File: config.mk
export PLATFORM = sky130hd
export DESIGN_NAME = knap_enum
export DESIGN_NICKNAME = d
export VERILOG_FILES = /design/src/rtl/knap_enum.sv
export SDC_FILE = /design/constraint.sdc
export NUM_CORES = 1
export LEC_CHECK = 0
export ABC_AREA = 1
export CORE_UTILIZATION = 25
export DETAILED_ROUTE_END_ITERATION = 8
export GPL_TIMING_DRIVEN = 0
export PLACE_DENSITY = 0.46
export SLEW_MARGIN = 20
export SYNTH_ARGS = -nofsm -noshare
export SYNTH_HDL_FRONTEND = slang
export SYNTH_SLANG_ARGS = --single-unit
File: constraint.sdc
create_clock -name clk -period 2.3 [get_ports clk]
set_input_delay 0.46 -clock clk [delete_from_list [all_inputs] [get_ports clk]]
set_output_delay 0.46 -clock clk [all_outputs]
set_load 0.02 [all_outputs]
File: src/rtl/knap_enum.sv
// Enumerates all 32 selections of a 5-item knapsack, probes an external feasibility
// checker one candidate per cycle, and streams feasible picks out with running statistics.
module knap_enum #(
  parameter logic [6:0] VAL_A = 7'd4,
  parameter logic [6:0] VAL_B = 7'd8,
  parameter logic [6:0] VAL_C = 7'd1,
  parameter logic [6:0] VAL_D = 7'd20,
  parameter logic [6:0] VAL_E = 7'd10
) (
  input  logic       clk,
  input  logic       rst,
  input  logic       start,
  output logic       busy,
  output logic       done,
  output logic [4:0] sel_out,
  input  logic       chk_valid,
  output logic       sol_valid,
  input  logic       sol_ready,
  output logic [4:0] sol_sel,
  output logic [6:0] sol_value,
  output logic [5:0] sol_count,
  output logic [4:0] best_sel,
  output logic [6:0] best_value,
  output logic       best_found
);

  typedef enum logic [1:0] {S_IDLE, S_PROBE, S_EMIT, S_DONE} state_t;

  state_t     state_q;
  logic [4:0] cand_q;
  logic       busy_q;
  logic       done_q;
  logic       sol_valid_q;
  logic [4:0] sol_sel_q;
  logic [6:0] sol_value_q;
  logic [5:0] sol_count_q;
  logic [4:0] best_sel_q;
  logic [6:0] best_value_q;
  logic       best_found_q;
  logic [6:0] sum_d;

  // Total value of a selection; wraps modulo 128 like the 7-bit outputs.
  function automatic logic [6:0] sel_value(input logic [4:0] s);
    logic [6:0] acc;
    acc = '0;
    if (s[0]) acc = acc + VAL_A;
    if (s[1]) acc = acc + VAL_B;
    if (s[2]) acc = acc + VAL_C;
    if (s[3]) acc = acc + VAL_D;
    if (s[4]) acc = acc + VAL_E;
    return acc;
  endfunction

  assign sum_d = sel_value(cand_q);

  always_ff @(posedge clk or posedge rst) begin
    if (rst) begin
      state_q      <= S_IDLE;
      cand_q       <= '0;
      busy_q       <= 1'b0;
      done_q       <= 1'b0;
      sol_valid_q  <= 1'b0;
      sol_sel_q    <= '0;
      sol_value_q  <= '0;
      sol_count_q  <= '0;
      best_sel_q   <= '0;
      best_value_q <= '0;
      best_found_q <= 1'b0;
    end else begin
      done_q <= 1'b0;
      case (state_q)
        S_IDLE: begin
          if (start) begin
            sol_count_q  <= '0;
            best_sel_q   <= '0;
            best_value_q <= '0;
            best_found_q <= 1'b0;
            cand_q       <= '0;
            busy_q       <= 1'b1;
            state_q      <= S_PROBE;
          end
        end
        S_PROBE: begin
          if (chk_valid) begin
            sol_sel_q   <= cand_q;
            sol_value_q <= sum_d;
            sol_valid_q <= 1'b1;
            sol_count_q <= sol_count_q + 6'd1;
            // Strict compare: on a tie the earlier (lower-indexed) selection stays best.
            if (!best_found_q || (sum_d > best_value_q)) begin
              best_sel_q   <= cand_q;
              best_value_q <= sum_d;
              best_found_q <= 1'b1;
            end
            state_q <= S_EMIT;
          end else if (cand_q == 5'd31) begin
            busy_q  <= 1'b0;
            done_q  <= 1'b1;
            state_q <= S_DONE;
          end else begin
            cand_q <= cand_q + 5'd1;
          end
        end
        S_EMIT: begin
          if (sol_ready) begin
            sol_valid_q <= 1'b0;
            if (cand_q == 5'd31) begin
              busy_q  <= 1'b0;
              done_q  <= 1'b1;
              state_q <= S_DONE;
            end else begin
              cand_q  <= cand_q + 5'd1;
              state_q <= S_PROBE;
            end
          end
        end
        S_DONE: begin
          state_q <= S_IDLE;
        end
        default: begin
          state_q <= S_IDLE;
        end
      endcase
    end
  end

  assign busy       = busy_q;
  assign done       = done_q;
  assign sel_out    = cand_q;
  assign sol_valid  = sol_valid_q;
  assign sol_sel    = sol_sel_q;
  assign sol_value  = sol_value_q;
  assign sol_count  = sol_count_q;
  assign best_sel   = best_sel_q;
  assign best_value = best_value_q;
  assign best_found = best_found_q;

endmodule

## After elaboration in Yosys (flattened, before gate mapping)

Index checks and enable logic that the tools add are counted.

| storage, ports and cells | value |
|---|---|
| flip-flop bits (word level) | 41 |
| output and inout port bits | 39 |
| word-level logic and storage cells | 82 |

| cells by class | value |
|---|---|
| $add $sub $neg | 6 |
| $lt $le $gt $ge | 1 |
| eq/ne operators | 10 |
| muxes and demuxes | 42 |
| reduce and logical (&&, ||, !) cells | 12 |

Operators by type and width:

| cell | number |
|---|---|
| $mux W7 | 7 |
| $mux W5 | 6 |
| $pmux W5 S3 | 1 |
| $add A7 B4 Y7 const B | 2 |
| $pmux W7 S2 | 1 |
| $mux W1 | 12 |
| $mux W6 | 2 |
| $pmux W6 S2 | 1 |
| $mux W2 | 5 |
| $ne A2 B2 Y1 const B | 5 |
| $pmux W5 S2 | 1 |
| $reduce_and A3 Y1 | 3 |
| $pmux W2 S4 | 1 |
| $reduce_and A4 Y1 | 2 |
| $add A7 B1 Y7 const B | 1 |
| $add A7 B5 Y7 const B | 1 |
| $gt A7 B7 Y1 | 1 |
| $add A6 B1 Y6 const B | 1 |
| $pmux W1 S2 | 3 |
| $add A5 B1 Y5 const B | 1 |
| $eq A5 B5 Y1 const B | 1 |
| $eq A2 B2 Y1 const B | 2 |
| $reduce_bool A2 Y1 | 2 |
| $mux W3 | 1 |
| 8 further kinds | 8 |

## Depth between registers and ports, before layout

Gate-level depths: netlist of the first run.

| depth | value |
|---|---|
| word-level depth | 14 |
| mapped depth | 17 |
| depth with buffers taken out | 17 |

## Worst setup path before layout of the first run

OpenSTA, ideal clock, no wires.

| timing path | value |
|---|---|
| kind | flip-flop to flip-flop |
| start | register cand_q[0], in the netlist sel_out[0] |
| end | register best_sel_q[2], in the netlist best_sel[2] |
| setup time | 0.117 ns |
| arrival time | 2.369 ns |
| data required time | 2.183 ns |
| slack | -0.187 ns |
| stages on the path, launching flop included | 18 |
| buffers on the path | 1 |
| clock period less this slack | 2.487 ns |
| path through | dfrtp_1 ha_1 nand2_1 o21ai_2 ha_1 inv_1 o21a_1 inv_1 ha_1 nand2_1 nand2_1 a21oi_1 nand2_1 nand2_1 nand2_1 buf_4 nand3_1 nand2_1 |

| between the ends | value |
|---|---|
| cells in the longest elaborated chain, start to end | 13 |

RTL lines:

| element | RTL line | source |
|---|---|---|
| from (decl) | 30 | `logic [4:0] cand_q;` |
| from (signal assigned) | 101 | `cand_q <= cand_q + 5'd1;` |
| from (signal assigned) | 112 | `cand_q <= cand_q + 5'd1;` |
| $mux W3 (*) | 46 | `if (s[0]) acc = acc + VAL_A;` |
| $add A7 B4 Y7 | 47 | `if (s[1]) acc = acc + VAL_B;` |
| $mux W7 (*) | 47 |  |
| $add A7 B1 Y7 | 48 | `if (s[2]) acc = acc + VAL_C;` |
| $mux W7 (*) | 48 |  |
| $add A7 B5 Y7 | 49 | `if (s[3]) acc = acc + VAL_D;` |
| $mux W7 (*) | 49 |  |
| $add A7 B4 Y7 | 50 | `if (s[4]) acc = acc + VAL_E;` |
| $mux W7 (*) | 50 |  |
| via sum_d[4] | 40 | `logic [6:0] sum_d;` |
| $gt A7 B7 Y1 (*) | 90 | `if (!best_found_q \|\| (sum_d > best_value_q)) begin` |
| $logic_or A1 B1 Y1 (*) | 90 |  |
| $ne A2 B2 Y1 (no line) (*) | - |  |
| $reduce_and A4 Y1 (no line) (*) | - |  |
| to (signal assigned) | 91 | `best_sel_q <= cand_q;` |
| to (decl) | 37 | `logic [4:0] best_sel_q;` |

The timed path passes the listed nets; every way through them passes the cells marked *.
A chain may end at the register's enable or synchronous reset.

## Worst setup path in the final report of the first run

| timing path | value |
|---|---|
| start | register cand_q[1], in the netlist sel_out[1] |
| end | register best_value_q[2], in the netlist best_value[2] |

| between the ends | value |
|---|---|
| cells in the longest elaborated chain, start to end | 11 |

RTL lines:

| element | RTL line | source |
|---|---|---|
| $mux W7 (*) | 47 |  |
| $add A7 B1 Y7 | 48 |  |
| $mux W7 (*) | 48 |  |
| $add A7 B5 Y7 | 49 |  |
| $mux W7 (*) | 49 |  |
| $add A7 B4 Y7 | 50 |  |
| $mux W7 (*) | 50 |  |
| via sum_d[5] | 40 |  |
| $gt A7 B7 Y1 (*) | 90 |  |
| $logic_or A1 B1 Y1 (*) | 90 |  |
| $ne A2 B2 Y1 (no line) (*) | - |  |
| $reduce_and A4 Y1 (no line) (*) | - |  |
| to (signal assigned) | 92 | `best_value_q <= sum_d;` |
| to (decl) | 38 | `logic [6:0] best_value_q;` |

The timed path passes the listed nets; every way through them passes the cells marked *. The select of a mux whose other input is x is not followed.

==> results by stage, run 1 <==
Logic synthesis:
- The number of different library cells used by synthesis comes to 33.
- The top cell type's share of synthesized area is 0.4376.
- The number of nets in the synthesized netlist is ~280.
- The commonest cells after synthesis are sky130_fd_sc_hd__nand2_1, sky130_fd_sc_hd__inv_1, sky130_fd_sc_hd__dfrtp_1.
- The sequential share of the synthesized area is 0.4376.
- The largest area contributor in the synthesized netlist is sky130_fd_sc_hd__dfrtp_1.
- The number of standard cells after synthesis is between 200 and 300.
- Sorting the synthesized cells by area gives the leading types as sky130_fd_sc_hd__dfrtp_1, sky130_fd_sc_hd__nand2_1, sky130_fd_sc_hd__ha_1.
- In the synthesized netlist the dominant register cell turns out to be sky130_fd_sc_hd__dfrtp_1.
- Counting flops and latches in the post-synthesis netlist gives 37.
- The number of enable-type register cells in the synthesized netlist is 0.
- The mean post-synth cell area is 8.233 µm².
- The cell area after technology mapping is ~0.0021 mm².
- For this run, the number of Yosys warnings is 0.
- For this run, asynchronously set or reset flops after synthesis account for 1.000.
- The most instantiated library cell after synthesis is sky130_fd_sc_hd__nand2_1.

Clock network:
- The worst-case clock buffer depth is 2.
- After clock tree synthesis, the clock-pin slew on the worst setup and hold paths is 0.08 ns.
- The total CTS buffers is 5.
- The clock tree from TritonCTS is yes.
- The number of H-tree levels is 2.
- The clock reaches the later pin of the worst-skew pair after 0.29 ns.
- The tree is rooted in a sky130_fd_sc_hd__clkbuf_8.
- The number of sinks handled by clock tree synthesis is 37.

Hold path:
- The worst hold path belongs to the class input pin to asynchronous set/reset pin.

Drt:
- The number of remaining DRC errors is 0.
- The detailed-router iteration count before antenna repair is 4.
- The via count is 1,837.
- The number of DRC markers in iteration 0 is 87.
- The overall routed net length is 5.222 mm.
- The number of routed nets with antenna violations is 0.
- In the final routed layout, each cell accounts on average for 12.37 µm.
- In the routed layout, each cell is associated on average with a via count of 4.353.

Place:
- During placement, the flow inserted port buffers numbering 43.
- At the placement stage, the worst setup path has a slack of -0.2705 ns.
- The last weighted congestion value of the routability-driven placer is about 0.75.
- Summed over all nets, the half-perimeter wirelength after detailed placement is roughly 3.7 mm.

Die:
- The region available for standard cell placement spans between 0.008 and 0.009 mm².
- 44 I/O pins were placed.
- The die width is 94.00 µm.
- The area enclosed by the die boundary is 0.008835 mm².
- The initial utilization of the core area, before any placement, comes to 0.2575.
- The die span in y is approximately 94 µm.
- In this run the core area contains 33 standard-cell rows.

Finish:
- Of the cells placed in the final design, the portion with a size suffix greater than 1 is 0.2303.
- For this run, the post-layout net count is 335.
- The area overhead of the layout relative to synthesis is 42.64%.
- The register area is 929.6 µm².
- The multi-input combinational cells in the finished layout cover a total of approximately 0.0011 mm².
- The layout has 893 filler cells.
- The antenna cell count is 0.

Timing:
- The peak clock frequency supported by timing is slightly above 400 MHz.
- Setup repair after global routing could not meet its margin everywhere.
- Across all setup checks in the final design, the least slack found is -0.1468 ns.
- Setup violations remaining at the end of the flow were counted as 11.
- The total negative setup slack is -1.461 ns.
- The worst clock skew is roughly 0.0091 ns.
- Dividing the final minimum period by the clock period gives 1.064.
- The count of final max-slew check failures was 0.
- The smallest clock period supported by the final layout is computed as 2.447 ns.
- The number of endpoints with negative hold slack in the final report came to 0.

Power:
- The maximum ir drop on the vdd rail is ~0.00038 V.
- The total leakage power is 1.457 nW.
- The power density over cell area is 1055 mW/mm².
- The total power after layout is 3.184 mW.

Run:
- Across the run, the number of max-cap violations was 0.

Worst setup path:
- The endpoint class of the critical path is a flop.
- For the worst setup path, the data required time is 2.49 ns.
- In this run the worst path has a maximum fanout of 5.
- STA classifies the critical path startpoint as a flop.
- The worst setup path category is flop to flop.
- The signal arrival time at the worst endpoint is ~2.6 ns.

Global routing:
- The wire length of the first global-routing pass is 8.749 mm.
- The global-route usage over all layers is 0.1297.
- The via count of the first global-routing pass is roughly 1,900.
- Entering global routing, the biggest net connects 26 pins.
- The total overflow reported by the global router is 0.
- The initial antenna violation count is 0.

Outcome:
- The final reports fail on negative setup slack.
- The flow ran to the end, but the final reports show violations.
[state kept, by name, indices dropped and copies added, names as in the netlist]
register	flops
best_sel	4
best_value	6
done	1
state_q	2
best_found	1
sol_count	6
sol_value	6
sol_valid	1
sel_out	5
busy	1
sol_sel	4
[final cells by class]
type | instances | share of cell area
multi-input combinational | 165 | 0.3590
sequential | 37 | 0.3080
timing repair buffer | 51 | 0.1692
inverter | 44 | 0.05680
tap | 105 | 0.04353
clock buffer | 7 | 0.03192
buffer | 12 | 0.02985
clock inverter | 1 | 0.001658
[worst paths after layout]
path | to | depth (start not counted) | slack [ns] | startpoint
max in group asynchronous | sel_out[0]$_DFFE_PP0P_ | 3 | 1.42 | rst
max reg2reg | best_value[2]$_DFFE_PP0P_ | 17 | -0.15 | sel_out[1]$_DFFE_PP0P_
min reg2reg | best_sel[1]$_DFFE_PP0P_ | 2 | 0.48 | best_sel[1]$_DFFE_PP0P_
max | best_value[2]$_DFFE_PP0P_ | 17 | -0.15 | sel_out[1]$_DFFE_PP0P_
min | best_sel[3]$_DFFE_PP0P_ | 2 | 0.43 | rst
min in group clk | best_sel[1]$_DFFE_PP0P_ | 2 | 0.48 | best_sel[1]$_DFFE_PP0P_
[where the power goes]
part / switching [mW] / total (mW) / internal (mW)
combinational: 1.03 / 1.73 / 0.704
clock: 0.244 / 0.515 / 0.271
sequential: 0.135 / 0.937 / 0.802
[cell usage in the layout (no fill, tap or decap), types with 2 or more instances in the layout]
master,netlist,final
sky130_fd_sc_hd__buf_4,8,12
sky130_fd_sc_hd__nor2_1,13,12
sky130_fd_sc_hd__nand4_1,3,3
sky130_fd_sc_hd__buf_2,3,3
sky130_fd_sc_hd__ha_4,0,3
sky130_fd_sc_hd__nand2_4,3,7
sky130_fd_sc_hd__inv_2,1,4
sky130_fd_sc_hd__dfrtp_2,0,3
sky130_fd_sc_hd__clkinv_2,1,2
sky130_fd_sc_hd__clkbuf_8,0,7
sky130_fd_sc_hd__a21oi_1,10,8
sky130_fd_sc_hd__a21oi_2,0,2
sky130_fd_sc_hd__clkdlybuf4s50_1,0,43
sky130_fd_sc_hd__o21ai_0,13,13
sky130_fd_sc_hd__ha_1,14,11
sky130_fd_sc_hd__buf_6,1,4
sky130_fd_sc_hd__nand2_1,64,57
sky130_fd_sc_hd__dfrtp_1,37,34
sky130_fd_sc_hd__nand3_1,17,9
sky130_fd_sc_hd__inv_4,2,2
sky130_fd_sc_hd__o21ai_1,4,4
sky130_fd_sc_hd__inv_1,40,37
sky130_fd_sc_hd__nand2_2,2,6
sky130_fd_sc_hd__xor2_1,4,4
sky130_fd_sc_hd__nand3_2,1,9
sky130_fd_sc_hd__o22ai_1,2,2
[stage by stage]
step	area (µm²)	std cells	utilization	hold WS, ns
3_5_place_dp	2744	406	0.3339	0.4618
4_1_cts	2983	422	0.3630	0.4305
2_1_floorplan	2162	257	-	0.5213
5_1_grt	3018	422	0.3673	0.4948
3_3_place_gp	2724	405	0.3315	0.4626
6_report	3018	422	0.3673	0.4305
[routing by layer]
layer / GRT usage / up-vias / share of wire
li1: - / 916 / -
met1: 0.1697 / 880 / 0.48
met2: 0.2086 / 34 / 0.46
met3: 0.02913 / 7 / 0.039
met4: 0.04615 / 0 / 0.013
met5: 0 / - / 0
[critical path, stage by stage (launching register included)]
cell and delay [ns]:
sky130_fd_sc_hd__dfrtp_2 0.43, sky130_fd_sc_hd__ha_4 0.29, sky130_fd_sc_hd__nand2_4 0.05, sky130_fd_sc_hd__o21ai_4 0.07
sky130_fd_sc_hd__ha_4 0.15, sky130_fd_sc_hd__nand2_2 0.06, sky130_fd_sc_hd__xnor2_2 0.18, sky130_fd_sc_hd__inv_1 0.06
sky130_fd_sc_hd__ha_1 0.28, sky130_fd_sc_hd__nand2_2 0.11, sky130_fd_sc_hd__inv_2 0.04, sky130_fd_sc_hd__a21oi_2 0.13
sky130_fd_sc_hd__nand2_2 0.07, sky130_fd_sc_hd__nand2_2 0.09, sky130_fd_sc_hd__nand2_4 0.10, sky130_fd_sc_hd__buf_6 0.15
sky130_fd_sc_hd__nand3_1 0.06, sky130_fd_sc_hd__nand2_1 0.05
[what timing repair did]
| action | CTS | global route |
|---|---|---|
| buffers inserted | 6 | 0 |
| cloned | 2 | 0 |
| resized for setup | 20 | 8 |
| setup endpoints to repair | 11 | 11 |
| hold buffers | 0 | 0 |
| pin swaps | 13 | 12 |
[cells by family (layout without fill, tap and decap cells)]
group / after synthesis / count (layout) / synth area share
AOI/OAI and AO/OA: 34 / 34 / 0.09166
xor gates and xnor gates: 6 / 6 / 0.02484
and+or+nand+nor: 109 / 110 / 0.2395
other: 1 / 1 / 0.001772
adders and majority gates: 14 / 14 / 0.08279
DFF: 37 / 37 / 0.4376
buffers and inverters: 56 / 115 / 0.1218
No activity file was read; power rests on OpenSTA's default activity.
==> run 2, diff against run 1 <==
Settings changed: CORE_MARGIN from default to 2.
==> run 2 against run 1 <==
  * The flow still finishes with violations (negative setup slack)
  * Clock power decreased by 8.2%
  * Register-to-register slack improved by 0.04 ns
  * Final area increased by 1.0%
  * Sequential cell count unchanged
  * First-iteration DRC count decreased by 23%
  * Global-route usage decreased by 0.87 points
  * Core utilization increased by 0.37 points
  * Sequential share of layout area decreased by 0.30 points
  * Largest cell class unchanged
  * Highest routed layer unchanged
==> results by stage, run 2 (synthesis gave the netlist of run 1 again) <==
Drt:
- The number of DRC markers in iteration 0 is 67.
- The routed layout has 1,813 vias.
- The first TritonRoute pass finished after 4 iterations.
- The number of routed nets with antenna violations is 0.
- In the final routed layout, each cell accounts on average for 12.26 µm.
- In the routed design, unresolved DRC markers number 0.
- The routed design has 5.161 mm of wire.
- The number of vias per cell after detailed routing is 4.306.

Timing:
- Setup violations remaining at the end of the flow were counted as 11.
- The peak clock frequency supported by timing is 415.8 MHz.
- The final critical-path setup slack is -0.1050 ns.
- The time the final worst path needs with I/O delays and setup is 2.405 ns.
- Setup repair after global routing could not meet its margin everywhere.
- On the final layout, the worst hold slack is 0.4376 ns.
- The count of final max-slew check failures is 0.
- The worst clock skew is 0.006819 ns.
- The number of endpoints with negative hold slack in the final report is 0.
- The final worst-path cycle share is 1.046.

Finish:
- Once layout is complete, the utilization of the core stands at 0.3709.
- Once layout is done, the placed cells without fillers occupy 0.003048 mm².
- In the layout the commonest cells are sky130_fd_sc_hd__nand2_1, sky130_fd_sc_hd__clkdlybuf4s50_1, sky130_fd_sc_hd__inv_1.
- From synthesis to final layout, the design area changed by 44.06%.
- The share of final-layout standard cells stronger than drive strength 1 is 0.2373.
- The number of antenna diodes in the final layout is 0.
- The leading cell type in the layout, fill and taps excluded is sky130_fd_sc_hd__nand2_1.
- The number of nets in the finished design is about 340.
- The layout has 875 filler cells.

Clock network:
- After clock tree synthesis, the clock-pin slew on the worst setup and hold paths is approximately 0.08 ns.
- The total CTS buffers is 5.
- The clock net in this run drives a total of 37 sinks.
- In this run, post-CTS hold repair placed 0 buffers.
- TritonCTS built the clock tree.
- The clock passes through at most 2 buffers.
- The number of H-tree levels is 2.
- CTS placed an instance of sky130_fd_sc_hd__clkbuf_8 at the clock tree root.
- The later pin in the worst-skew pair is clocked with a latency of approximately 0.28 ns.

Die:
- The initial utilization of the core area, before any placement, comes to 0.2575.
- The cell row count is 33.
- The die is ~96 µm tall.
- The area enclosed by the die boundary is 0.009215 mm².
- For this design the top-level I/O count stands at between 40 and 50.
- The floorplan step set the die width to 96.00 µm.
- The total core area is 0.008217 mm².

Place:
- Input and output buffers added on the ports amount to 43.
- Detailed placement finished with a half-perimeter wire length of 3.689 mm.
- The setup slack at placement is -0.2577 ns.
- The congestion estimate from routability-driven global placement came to 0.7990.
- After detailed placement, the total cell area comes to 0.002744 mm².

Power:
- VDD sags by at most 0.0003866 V.
- The power density over cell area is 1037 mW/mm².
- The total leakage power is ~1.5 nW.

Outcome:
- The flow ran to the end, but the final reports show violations.
- The final reports fail on negative setup slack.

Global routing:
- The largest net degree at the start of global routing is 26.
- The wire length of the first global-routing pass is 8.652 mm.
- The total overflow reported by the global router is 0.
- The initial antenna violation count was 0.
- The via count of the first global-routing pass is 1,762.
- The global-route usage over all layers is 0.1210.

Worst setup path:
- The worst setup path is launched from a flop.
- The endpoint class of the critical path is a flop.
- The required time reported for the critical path endpoint is 2.48 ns.
- For the worst setup path, the data arrival time is 2.59 ns.
- The worst setup path category is flop to flop.
- The peak fanout along the critical path is 5.

Run:
- The max capacitance violation total is 0.

Hold path:
- The path category of the worst min-delay check is input pin to asynchronous set/reset pin.
==> run 2: cell types whose count changed in the layout (fill, tap and decap cells not counted), sizes merged <==
cell / delta
clkinv: -1
==> run 2: layout make-up <==
| type | count | area (µm²) | area share |
|---|---|---|---|
| well taps | 105 | 131.4 | 0.04310 |
| plain buffers | 12 | 90.09 | 0.02956 |
| inverters | 44 | 171.4 | 0.05624 |
| repair buffers | 51 | 506.7 | 0.1663 |
| multi-input cells | 165 | 1132 | 0.3715 |
| clock buffers | 7 | 86.33 | 0.02833 |
| flip-flops and latches | 37 | 929.6 | 0.3050 |
==> run 2: final timing paths <==
kind                                     startpoint  depth (start not counted)  slack [ns]                   endpoint
max                          sel_out[0]$_DFFE_PP0P_                         17       -0.10  best_value[5]$_DFFE_PP0P_
min                                             rst                          2        0.44   sol_count[1]$_DFFE_PP0P_
max reg2reg                  sel_out[0]$_DFFE_PP0P_                         17       -0.10  best_value[5]$_DFFE_PP0P_
min reg2reg                sol_value[4]$_DFFE_PP0P_                          2        0.48   sol_value[4]$_DFFE_PP0P_
max in group asynchronous                       rst                          3        1.42     sel_out[0]$_DFFE_PP0P_
min in group clk           sol_value[4]$_DFFE_PP0P_                          2        0.48   sol_value[4]$_DFFE_PP0P_
==> run 2: through the flow <==
stage               power [mW]  TNS, ns  instances
floorplan                1.989  -0.3884        257
detailed placement       2.534   -2.630        406
CTS                      3.154   -1.775        421
global placement         2.524   -2.720        405
global route             3.421   -2.458        421
finish                   3.162  -0.9678        421
==> run 2: routing by layer <==
metal	GRT usage	wire (µm)	part of all wire	vias up
li1	-	-	-	916
met4	0.02857	23	0.0045	0
met2	0.1875	2427	0.47	33
met1	0.1693	2505	0.49	862
met3	0.02976	205	0.040	2
met5	0	0	0	-
==> run 2: repair_timing <==
item	in CTS	in global routing
setup endpoints to repair	11	11
pin swaps	15	15
gates cloned	2	0
gates resized for setup	21	14
setup buffers	6	0
==> run 2: power breakdown <==
| group | total [mW] | internal (mW) | switching (mW) |
|---|---|---|---|
| combinational | 1.75 | 0.720 | 1.03 |
| clock | 0.473 | 0.238 | 0.235 |
| sequential | 0.935 | 0.802 | 0.133 |
| total | 3.16 | 1.76 | 1.40 |
==> run 2: critical path, stage by stage, from the launching register on <==
cell and delay (ns):
sky130_fd_sc_hd__dfrtp_2 0.43, sky130_fd_sc_hd__ha_4 0.26, sky130_fd_sc_hd__nand2_4 0.06, sky130_fd_sc_hd__o21ai_4 0.06, sky130_fd_sc_hd__ha_4 0.27, sky130_fd_sc_hd__inv_2 0.02
sky130_fd_sc_hd__o21a_1 0.19, sky130_fd_sc_hd__inv_2 0.08, sky130_fd_sc_hd__ha_4 0.21, sky130_fd_sc_hd__nand2_2 0.06, sky130_fd_sc_hd__nand2_2 0.05, sky130_fd_sc_hd__a21oi_2 0.11
sky130_fd_sc_hd__nand2_1 0.07, sky130_fd_sc_hd__nand2_2 0.08, sky130_fd_sc_hd__nand2_4 0.09, sky130_fd_sc_hd__buf_6 0.15, sky130_fd_sc_hd__nand3_1 0.06, sky130_fd_sc_hd__nand2_1 0.05
